### src/rtl/seq_pkg.sv
// Shared encodings for the ALU control sequencer: opcodes, ALU commands,
// controller states and the halt instruction word.
package seq_pkg;

    typedef enum logic [2:0] {
        OP_ADD   = 3'b000,
        OP_LSL   = 3'b001,
        OP_MOVF  = 3'b010,
        OP_XOR   = 3'b011,
        OP_MOV   = 3'b100,
        OP_LSR   = 3'b101,
        OP_SUB   = 3'b110,
        OP_CMPBF = 3'b111
    } opcode_e;

    localparam logic [2:0] ALU_ADD  = 3'b000;
    localparam logic [2:0] ALU_LSL  = 3'b001;
    localparam logic [2:0] ALU_MOVF = 3'b010;
    localparam logic [2:0] ALU_XOR  = 3'b011;
    localparam logic [2:0] ALU_MOV  = 3'b100;
    localparam logic [2:0] ALU_LSR  = 3'b101;
    localparam logic [2:0] ALU_SUB  = 3'b110;
    localparam logic [2:0] ALU_CMP  = 3'b111;

    typedef enum logic [2:0] {
        ST_IDLE  = 3'd0,
        ST_FETCH = 3'd1,
        ST_EXEC  = 3'd2,
        ST_WB    = 3'd3,
        ST_HALT  = 3'd4
    } state_e;

    localparam logic [8:0] HALT_WORD = 9'h1E0;

endpackage

### src/rtl/instr_decode.sv
// Combinational decode of a 9-bit instruction word into ALU command and
// write-back controls.
module instr_decode
    import seq_pkg::*;
(
    input  logic [8:0] i_ir,
    output logic [2:0] o_alu_cmd,
    output logic       o_b_imm,
    output logic       o_acc_we,
    output logic       o_rf_we,
    output logic       o_flag_we,
    output logic       o_is_branch,
    output logic       o_is_halt
);

    // Opcode/mode to control-strobe mapping.
    always_comb begin
        o_alu_cmd   = ALU_ADD;
        o_b_imm     = 1'b0;
        o_acc_we    = 1'b0;
        o_rf_we     = 1'b0;
        o_flag_we   = 1'b0;
        o_is_branch = 1'b0;
        o_is_halt   = 1'b0;
        case (i_ir[8:6])
            OP_ADD, OP_XOR, OP_LSR: begin
                o_alu_cmd = i_ir[8:6];
                o_acc_we  = 1'b1;
            end
            OP_LSL, OP_SUB: begin
                o_alu_cmd = i_ir[8:6];
                o_acc_we  = 1'b1;
                o_flag_we = 1'b1;
            end
            OP_MOVF: begin
                o_alu_cmd = ALU_MOVF;
                o_rf_we   = 1'b1;
            end
            OP_MOV: begin
                o_alu_cmd = ALU_MOV;
                o_acc_we  = 1'b1;
                o_b_imm   = i_ir[5];
            end
            OP_CMPBF: begin
                if (i_ir[5]) begin
                    o_is_branch = 1'b1;
                    o_is_halt   = (i_ir[4:0] == 5'd0);
                end else begin
                    o_alu_cmd = ALU_CMP;
                    o_flag_we = 1'b1;
                end
            end
            default: begin
                o_alu_cmd = ALU_ADD;
            end
        endcase
    end

endmodule

### src/rtl/alu_sequencer.sv
// Multi-cycle FETCH/EXEC/WB controller that drives a combinational 8-bit ALU
// and retires results to the accumulator, register file and PC.
module alu_sequencer
    import seq_pkg::*;
#(
    parameter int PC_W  = 8,
    parameter int RF_AW = 4
) (
    input  logic             clk,
    input  logic             reset,
    input  logic             start,
    output logic             imem_req,
    output logic [PC_W-1:0]  imem_addr,
    input  logic             imem_valid,
    input  logic [8:0]       imem_data,
    output logic [RF_AW-1:0] rf_raddr,
    input  logic [7:0]       rf_rdata,
    output logic             rf_we,
    output logic [RF_AW-1:0] rf_waddr,
    output logic [7:0]       rf_wdata,
    output logic [2:0]       alu_cmd,
    output logic [7:0]       alu_a,
    output logic [7:0]       alu_b,
    input  logic [7:0]       alu_rslt,
    input  logic             alu_flag,
    output logic             busy,
    output logic             done
);

    state_e          r_state;
    state_e          w_next_state;
    logic [PC_W-1:0] r_pc;
    logic [7:0]      r_acc;
    logic            r_flag;
    logic [8:0]      r_ir;
    logic [7:0]      r_rslt;
    logic            r_aflag;

    logic [2:0]      w_alu_cmd;
    logic            w_b_imm;
    logic            w_acc_we;
    logic            w_rf_we;
    logic            w_flag_we;
    logic            w_is_branch;
    logic            w_is_halt;
    logic [PC_W-1:0] w_br_off;
    logic [PC_W-1:0] w_pc_inc;

    instr_decode u_decode (
        .i_ir        (r_ir),
        .o_alu_cmd   (w_alu_cmd),
        .o_b_imm     (w_b_imm),
        .o_acc_we    (w_acc_we),
        .o_rf_we     (w_rf_we),
        .o_flag_we   (w_flag_we),
        .o_is_branch (w_is_branch),
        .o_is_halt   (w_is_halt)
    );

    assign w_br_off = {{(PC_W-5){r_ir[4]}}, r_ir[4:0]};
    assign w_pc_inc = r_pc + {{(PC_W-1){1'b0}}, 1'b1};

    // State register.
    always_ff @(posedge clk or posedge reset) begin
        if (reset) begin
            r_state <= ST_IDLE;
        end else begin
            r_state <= w_next_state;
        end
    end

    // Next-state logic.
    always_comb begin
        w_next_state = r_state;
        case (r_state)
            ST_IDLE:  if (start) w_next_state = ST_FETCH; else w_next_state = ST_IDLE;
            ST_FETCH: if (imem_valid) w_next_state = ST_EXEC; else w_next_state = ST_FETCH;
            ST_EXEC:  w_next_state = ST_WB;
            ST_WB:    if (w_is_halt) w_next_state = ST_HALT; else w_next_state = ST_FETCH;
            ST_HALT:  if (start) w_next_state = ST_IDLE; else w_next_state = ST_HALT;
            default:  w_next_state = ST_IDLE;
        endcase
    end

    // Architectural registers: IR capture, ALU result latch and WB retirement.
    always_ff @(posedge clk or posedge reset) begin
        if (reset) begin
            r_pc    <= '0;
            r_acc   <= 8'h00;
            r_flag  <= 1'b0;
            r_ir    <= 9'h000;
            r_rslt  <= 8'h00;
            r_aflag <= 1'b0;
        end else begin
            case (r_state)
                ST_IDLE: begin
                    if (start) r_pc <= '0;
                end
                ST_FETCH: begin
                    if (imem_valid) r_ir <= imem_data;
                end
                ST_EXEC: begin
                    r_rslt  <= alu_rslt;
                    r_aflag <= alu_flag;
                end
                ST_WB: begin
                    if (w_acc_we)  r_acc  <= r_rslt;
                    if (w_flag_we) r_flag <= r_aflag;
                    // Branch tests the flag as it stood before this instruction.
                    if (!w_is_halt) begin
                        if (w_is_branch && r_flag) r_pc <= r_pc + w_br_off;
                        else                       r_pc <= w_pc_inc;
                    end
                end
                ST_HALT: begin
                    if (start) begin
                        r_pc   <= '0;
                        r_acc  <= 8'h00;
                        r_flag <= 1'b0;
                    end
                end
                default: begin
                    r_pc <= r_pc;
                end
            endcase
        end
    end

    // Outputs decoded from the current state.
    always_comb begin
        imem_req = 1'b0;
        alu_cmd  = 3'b000;
        alu_b    = 8'h00;
        rf_we    = 1'b0;
        busy     = 1'b0;
        done     = 1'b0;
        case (r_state)
            ST_IDLE: begin
                busy = 1'b0;
            end
            ST_FETCH: begin
                imem_req = 1'b1;
                busy     = 1'b1;
            end
            ST_EXEC: begin
                busy    = 1'b1;
                alu_cmd = w_alu_cmd;
                if (w_is_branch)  alu_b = 8'h00;
                else if (w_b_imm) alu_b = {3'b000, r_ir[4:0]};
                else              alu_b = rf_rdata;
            end
            ST_WB: begin
                busy  = 1'b1;
                rf_we = w_rf_we;
            end
            ST_HALT: begin
                done = 1'b1;
            end
            default: begin
                busy = 1'b0;
            end
        endcase
    end

    assign imem_addr = r_pc;
    assign rf_raddr  = r_ir[RF_AW-1:0];
    assign rf_waddr  = r_ir[RF_AW-1:0];
    assign rf_wdata  = r_rslt;
    assign alu_a     = r_acc;

endmodule

### config.mk
export PLATFORM = sky130hd
export DESIGN_NAME = alu_sequencer
export DESIGN_NICKNAME = d
export VERILOG_FILES = /design/src/rtl/seq_pkg.sv /design/src/rtl/instr_decode.sv /design/src/rtl/alu_sequencer.sv
export SDC_FILE = /design/constraint.sdc
export NUM_CORES = 1
export LEC_CHECK = 0
export CAP_MARGIN = 25
export CORE_ASPECT_RATIO = 0.7
export CORE_MARGIN = 2
export CORE_UTILIZATION = 45
export CTS_BUF_LIST = sky130_fd_sc_hd__clkbuf_16
export DETAILED_ROUTE_END_ITERATION = 6
export GPL_ROUTABILITY_DRIVEN = 1
export PLACE_DENSITY = 0.9
export SYNTH_ARGS = -nofsm -noshare
export SYNTH_HDL_FRONTEND = slang
export SYNTH_SLANG_ARGS = --single-unit
### constraint.sdc
create_clock -name clk -period 3 [get_ports clk]
set_input_delay 0.45 -clock clk [delete_from_list [all_inputs] [get_ports clk]]
set_output_delay 0.45 -clock clk [all_outputs]
set_load 0.005 [all_outputs]
==> flow_metrics.tcl, run 1 <==
set metrics [dict create \
    outcome "finished clean" \
    post-route-period-util 0.9248 \
    area_growth_syn_to_layout_pct 40.74 \
    die_h_um 62.00 \
    worst_pin_slew_ns 0.9964 \
    setup_violations 0 \
    clockBufferDepth 2 \
    drv_cap 0 \
    crit_family "simple AND/OR/NAND/NOR gates" \
    critical_path_class "reg -> reg" \
    core_area_um2 4703 \
    cp-start-kind "register" \
    grt_overflow 0 \
    cts_tree "built" \
    fin_ws_ns 0.2256 \
    synthFlopType "dfrtp_1" \
    finalMaxSlewViolations 0 \
    synth_seq_cells 38 \
    crit_path_top_delay_cell "dfrtp_1" \
    yosys-top-cells-area "dfrtp_1 44%, mux2_2 9.4%, nand2_1 5.0%" \
    totalWireLength_mm 5.406 \
    clk_latency_ns 0.28 \
    nets 325 \
    cts_max_level 2 \
    diodes 0 \
    critPathBufInv 0 \
    clock-sinks 38 \
    synth_area_um2 2162 \
    drt_iter0_markers 167 \
    crit_required_ns 3.20 \
    syn-num-nets 256 \
    cts_setup_buffers 0 \
    relSlewSlack 0.3343 \
    root_buffer "clkbuf_16" \
    die_x_um 86.85 \
    port_buffers 76 \
    synth_commonest_cells "38 x dfrtp_1, 29 x nand2_1, 19 x o21ai_0, 18 x mux2_2" \
    min_period_ns 2.774 \
    grtUsageMet2 0.3402 \
    firstDrtPassIters 4 \
    ant_nets 0 \
    cts_resized 0 \
    hold_path.class "reg -> reg" \
    crit_start "r_ir[8]$_DFFE_PP0P_" \
    start_util 0.4597 \
    die-area_um2 5384 \
    grt_max_degree 39 \
    synth_top_area_share 0.4398 \
    finalSetupTns_ns 0 \
    endpoint_kind "register" \
    layout.cell_area.non_filler_um2 3043 \
    grt_setup_unrepaired "no" \
    vias 1910 \
    worstHoldStart "alu_a[3]$_DFFE_PP0P_" \
    placed_area_um2 2908 \
    fmaxAchievable_mhz 360.4 \
    fin_skew_ns 0.005235 \
    syn_area_per_cell_um2 9.828 \
    cts_buffers 5 \
    clkSlewWorstSetupHoldPaths_ns 0.06 \
    row_count 21 \
    p_leak_nw 1.305 \
    grt_usage 0.2065 \
    num-fill-cells 359 \
    synthArstFlopShare 1.000 \
    busiest_layer "met2" \
    seq_area_frac_synth 0.4398 \
    reg2reg_from "r_ir[8]$_DFFE_PP0P_" \
    yosysTopAreaCell "dfrtp_1" \
    grt_pass1_wl_mm 8.424 \
    wl_per_cell_um 15.62 \
    ioPinCount 77 \
    peakVddDrop_v 0.0005903 \
    antenna_found_initial 0 \
    grt_use_met1 0.2749 \
    yosysMostFrequentCell "dfrtp_1" \
    synth_edf_count 0 \
    synth_cells 220 \
    dpl_worst_slack_ns 0.2428 \
    grtUsageMet3 0.05152 \
    vias_per_cell 5.520 \
    synth.yosys.warnings 0 \
    cpPeakStageDelay_ns 0.55 \
    worstPathMaxFanout 11 \
    drc 0 \
    path_cells "and4_4 > and3_1 > ha_1 > a211o_1 > a21oi_1 > a22oi_1 > or4_1 > o211ai_1" \
    hold_buffers 0 \
    dp_hpwl_mm 3.936 \
    power_density_nw_per_um2 936.9 \
    grt_pass1_vias 1748 \
    synthDistinctLibCells 44 \
    gp_congestion 0.8772 \
    final-hold-violation-count 0 \
    cp.arrival_ns 2.98 \
    drive_above_1_share 0.1176 \
]
[logic make-up (layout without fill, tap and decap cells)]
| kind of cell | count (synthesis) | count (layout) | synth area share |
|---|---|---|---|
| AOI/OAI and AO/OA | 41 | 41 | 0.1117 |
| DFF | 38 | 38 | 0.4398 |
| xor gates and xnor gates | 6 | 6 | 0.02431 |
| muxes | 26 | 26 | 0.1308 |
| buffers and inverters | 22 | 91 | 0.06134 |
| adders and majority gates | 7 | 7 | 0.04282 |
| and+or+nand+nor | 80 | 80 | 0.1892 |
[routing by layer]
layer	part of all wire	vias up
met5	0	-
met4	0.013	0
met3	0.078	9
met2	0.48	82
met1	0.43	910
li1	-	909
[final cells by class]
type	instances	area, um2	area share
clock buffers	5	125.1	0.04112
clock inverters	2	10.01	0.003289
inverters	5	18.77	0.006168
multi-input cells	160	1084	0.3561
flip-flops and latches	38	950.9	0.3125
well taps	57	71.32	0.02344
repair buffers	79	783.3	0.2574
[registers in the layout, indices dropped and copies added, names as in the netlist]
signal and count:
alu_a 8, imem_addr 8, r_aflag 1, r_flag 1, r_ir 9, r_state 3
rf_wdata 8
[metrics by stage]
| step | total power [mW] | hold slack, ns | utilization | cells |
|---|---|---|---|---|
| 2_1_floorplan | 1.736 | 0.4720 | - | 220 |
| 3_3_place_gp | 2.289 | 0.4634 | 0.6183 | 339 |
| 3_5_place_dp | 2.351 | 0.4734 | 0.6183 | 339 |
| 4_1_cts | 2.863 | 0.4858 | 0.6470 | 346 |
| 5_1_grt | 3.061 | 0.5240 | 0.6470 | 346 |
| 6_report | 2.851 | 0.4911 | 0.6470 | 346 |
[layout by cell type, fill, tap and decap left out, drive strengths merged, types with 3 or more instances in the layout]
master         count
xor2               3
nand2             30
o21ai             19
clkbuf             5
nor2              10
a21oi              8
clkdlybuf4s50     76
nand3             10
and3               6
mux2              18
xnor2              3
ha                 5
inv                5
nor3b              6
mux2i              8
a31oi              3
and2               3
dfrtp             38
buf                3
nor3               4
[tightest hold or removal path: cells and delay by family, from the launching register on]
family	cells	cell delay, ns
AOI/OAI and AO/OA	1	0.06
and+or+nand+nor	1	0.05
DFF	1	0.34
[where the power goes]
part	leakage [nW]	switching, mW	total (mW)	internal [mW]
registers	0.472	0.290	1.04	0.748
clock network	0.0694	0.198	0.498	0.300
logic	0.763	0.528	1.32	0.788
total	1.30	1.02	2.85	1.83
[path summary, 6_finish.rpt]
check                      slack [ns]                       end  cells after the start
max                              0.23  imem_addr[7]$_DFFE_PP0P_                      8
min                              0.49      alu_a[3]$_DFFE_PP0P_                      2
max reg2reg                      0.23  imem_addr[7]$_DFFE_PP0P_                      8
min reg2reg                      0.49      alu_a[3]$_DFFE_PP0P_                      2
max in group asynchronous        2.09      alu_a[2]$_DFFE_PP0P_                      3
min in group asynchronous        0.58       r_ir[0]$_DFFE_PP0P_                      3
Note: power is estimated with default switching activity, not from simulation.
==> inputs of run 2 (changes only) <==
--- a/config.mk
+++ b/config.mk
@@ -13,6 +13,7 @@
 export DETAILED_ROUTE_END_ITERATION = 6
 export GPL_ROUTABILITY_DRIVEN = 1
 export PLACE_DENSITY = 0.9
+export SETUP_SLACK_MARGIN = 0.4
 export SYNTH_ARGS = -nofsm -noshare
 export SYNTH_HDL_FRONTEND = slang
 export SYNTH_SLANG_ARGS = --single-unit
==> run 2 against run 1 <==
Net effect: core utilization rose by 2.7 points; combinational power grew 13%; worst setup slack better by 0.28 ns; critical endpoint is now alu_b[5]; largest cell class unchanged.
==> flow_metrics.tcl, run 2 (synthesized netlist as in run 1, its figures left out) <==
set metrics [dict create \
    fin_ws_ns 0.5073 \
    cts_buffers 5 \
    dp_hpwl_mm 3.936 \
    nets 338 \
    grt_use_met1 0.2757 \
    vias 1968 \
    p_leak_nw 1.368 \
    gp_congestion 0.8772 \
    worstPathMaxFanout 8 \
    clkSlewWorstSetupHoldPaths_ns 0.06 \
    switching_share 0.3504 \
    max_flop_register "r_ir" \
    hold_path.class "reg -> reg" \
    worst_pin_slew_ns 0.9919 \
    clock-sinks 38 \
    setup_violations 0 \
    post-route-period-util 0.8309 \
    outcome "finished clean" \
    pwr-share-seq 0.335 \
    drc 0 \
    grt_usage 0.2085 \
    p_sw_mw 1.047 \
    totalWireLength_mm 5.597 \
    peakVddDrop_v 0.0007242 \
    finalMaxSlewViolations 0 \
    ioPinCount 77 \
    multi_input_area_um2 1094 \
    start_util 0.4597 \
    row_count 21 \
    cts_tree "built" \
    vias_per_cell 5.482 \
    num-fill-cells 342 \
    root_buffer "clkbuf_16" \
    clk_latency_ns 0.28 \
    comb_power_share 0.499 \
    antenna_found_initial 0 \
    port_buffers 76 \
    die-area_um2 5384 \
    critical_path_class "reg -> out" \
    busiest_layer "met2" \
    drt_iter0_markers 145 \
    cts_max_level 2 \
    relSlewSlack 0.3374 \
    final-hold-violation-count 0 \
    cp-start-kind "register" \
    finalSetupTns_ns 0 \
    grtUsageMet2 0.3468 \
    grt_pass1_wl_mm 8.493 \
    die_x_um 86.85 \
    wl_per_cell_um 15.59 \
    final_cell_mix "76 x clkdlybuf4s50_1, 34 x dfrtp_1, 29 x nand2_1" \
    cp.arrival_ns 2.04 \
    area_growth_syn_to_layout_pct 46.53 \
    endpoint_kind "output port" \
    grtUsageMet3 0.05152 \
    grt_overflow 0 \
    diodes 0 \
    fmaxAchievable_mhz 401.2 \
    firstDrtPassIters 4 \
    power_density_nw_per_um2 943.3 \
    grt_setup_unrepaired "no" \
    grt_max_degree 39 \
    core_area_um2 4703 \
    p_clk_frac 0.166 \
    clockBufferDepth 2 \
    drive_above_1_share 0.1788 \
    power.internal_mw 1.941 \
    layout_commonest_cell "clkdlybuf4s50_1" \
    crit_required_ns 2.55 \
    hold_buffers 0 \
    largest_register_ff_count 9 \
    drv_cap 0 \
    dpl_worst_slack_ns 0.2428 \
    fin_skew_ns 0.006046 \
    ant_nets 0 \
    min_period_ns 2.493 \
    grt_pass1_vias 1770 \
    die_h_um 62.00 \
    regArea_um2 955.9 \
]
[run 2: per-layer routing]
layer  vias to the layer above  wire (um)
li1                        934          -
met5                         -          0
met4                         0         65
met3                         9        388
met2                        71       2707
met1                       954       2436
[run 2: final timing paths]
kind | cells after the start | from | slack (ns) | endpoint
max in group asynchronous | 3 | reset | 2.07 | r_ir[5]$_DFFE_PP0P_
hold reg to reg | 2 | alu_a[3]$_DFFE_PP0P_ | 0.49 | alu_a[3]$_DFFE_PP0P_
hold / removal | 2 | alu_a[3]$_DFFE_PP0P_ | 0.49 | alu_a[3]$_DFFE_PP0P_
setup / recovery | 5 | r_ir[7]$_DFFE_PP0P_ | 0.51 | alu_b[5]
setup reg to reg | 8 | r_ir[7]$_DFFE_PP0P_ | 0.53 | imem_addr[7]$_DFFE_PP0P_
min in group asynchronous | 3 | reset | 0.58 | r_ir[0]$_DFFE_PP0P_
[run 2: layout make-up]
cell class / count / share of cell area
Clock buffer: 5 / 0.03949
Clock inverter: 2 / 0.003160
Inverter: 5 / 0.005924
Multi-Input combinational cell: 160 / 0.3452
Sequential cell: 38 / 0.3017
Tap cell: 57 / 0.02251
Timing Repair Buffer: 92 / 0.2820
[run 2: power by group through the flow]
stage                     logic, mW  clock network, mW  registers, mW
final                          1.49              0.496           1.00
after global routing           1.64              0.533           1.03
after CTS                      1.36              0.500           1.03
after detailed placement       1.31                  0           1.04
after global placement         1.28                  0           1.01
after floorplan               0.797                  0          0.939
[run 2: repair_timing]
| item | CTS | global route |
|---|---|---|
| pin swaps | 0 | 2 |
| cloned | 0 | 0 |
| setup endpoints to repair | 3 | 3 |
| resized for setup | 6 | 1 |
| setup buffers | 1 | 12 |
[run 2: worst max-delay path, cell delays in order, from the launching register on]
cell             delay, ns
dfrtp_2               0.43
buf_4                 0.16
nand4_1               0.15
nand2_1               0.23
nor3b_1               0.26
clkdlybuf4s50_1       0.53
[run 2: per-stage QoR]
| stage | power [mW] | instances | hold slack (ns) | util | area, um2 |
|---|---|---|---|---|---|
| floorplan | 1.736 | 220 | 0.4720 | - | 2162 |
| global placement | 2.289 | 339 | 0.4634 | 0.6183 | 2908 |
| detailed placement | 2.351 | 339 | 0.4734 | 0.6183 | 2908 |
| CTS | 2.885 | 347 | 0.4858 | 0.6512 | 3063 |
| global route | 3.207 | 359 | 0.5241 | 0.6736 | 3168 |
| finish | 2.988 | 359 | 0.4892 | 0.6736 | 3168 |
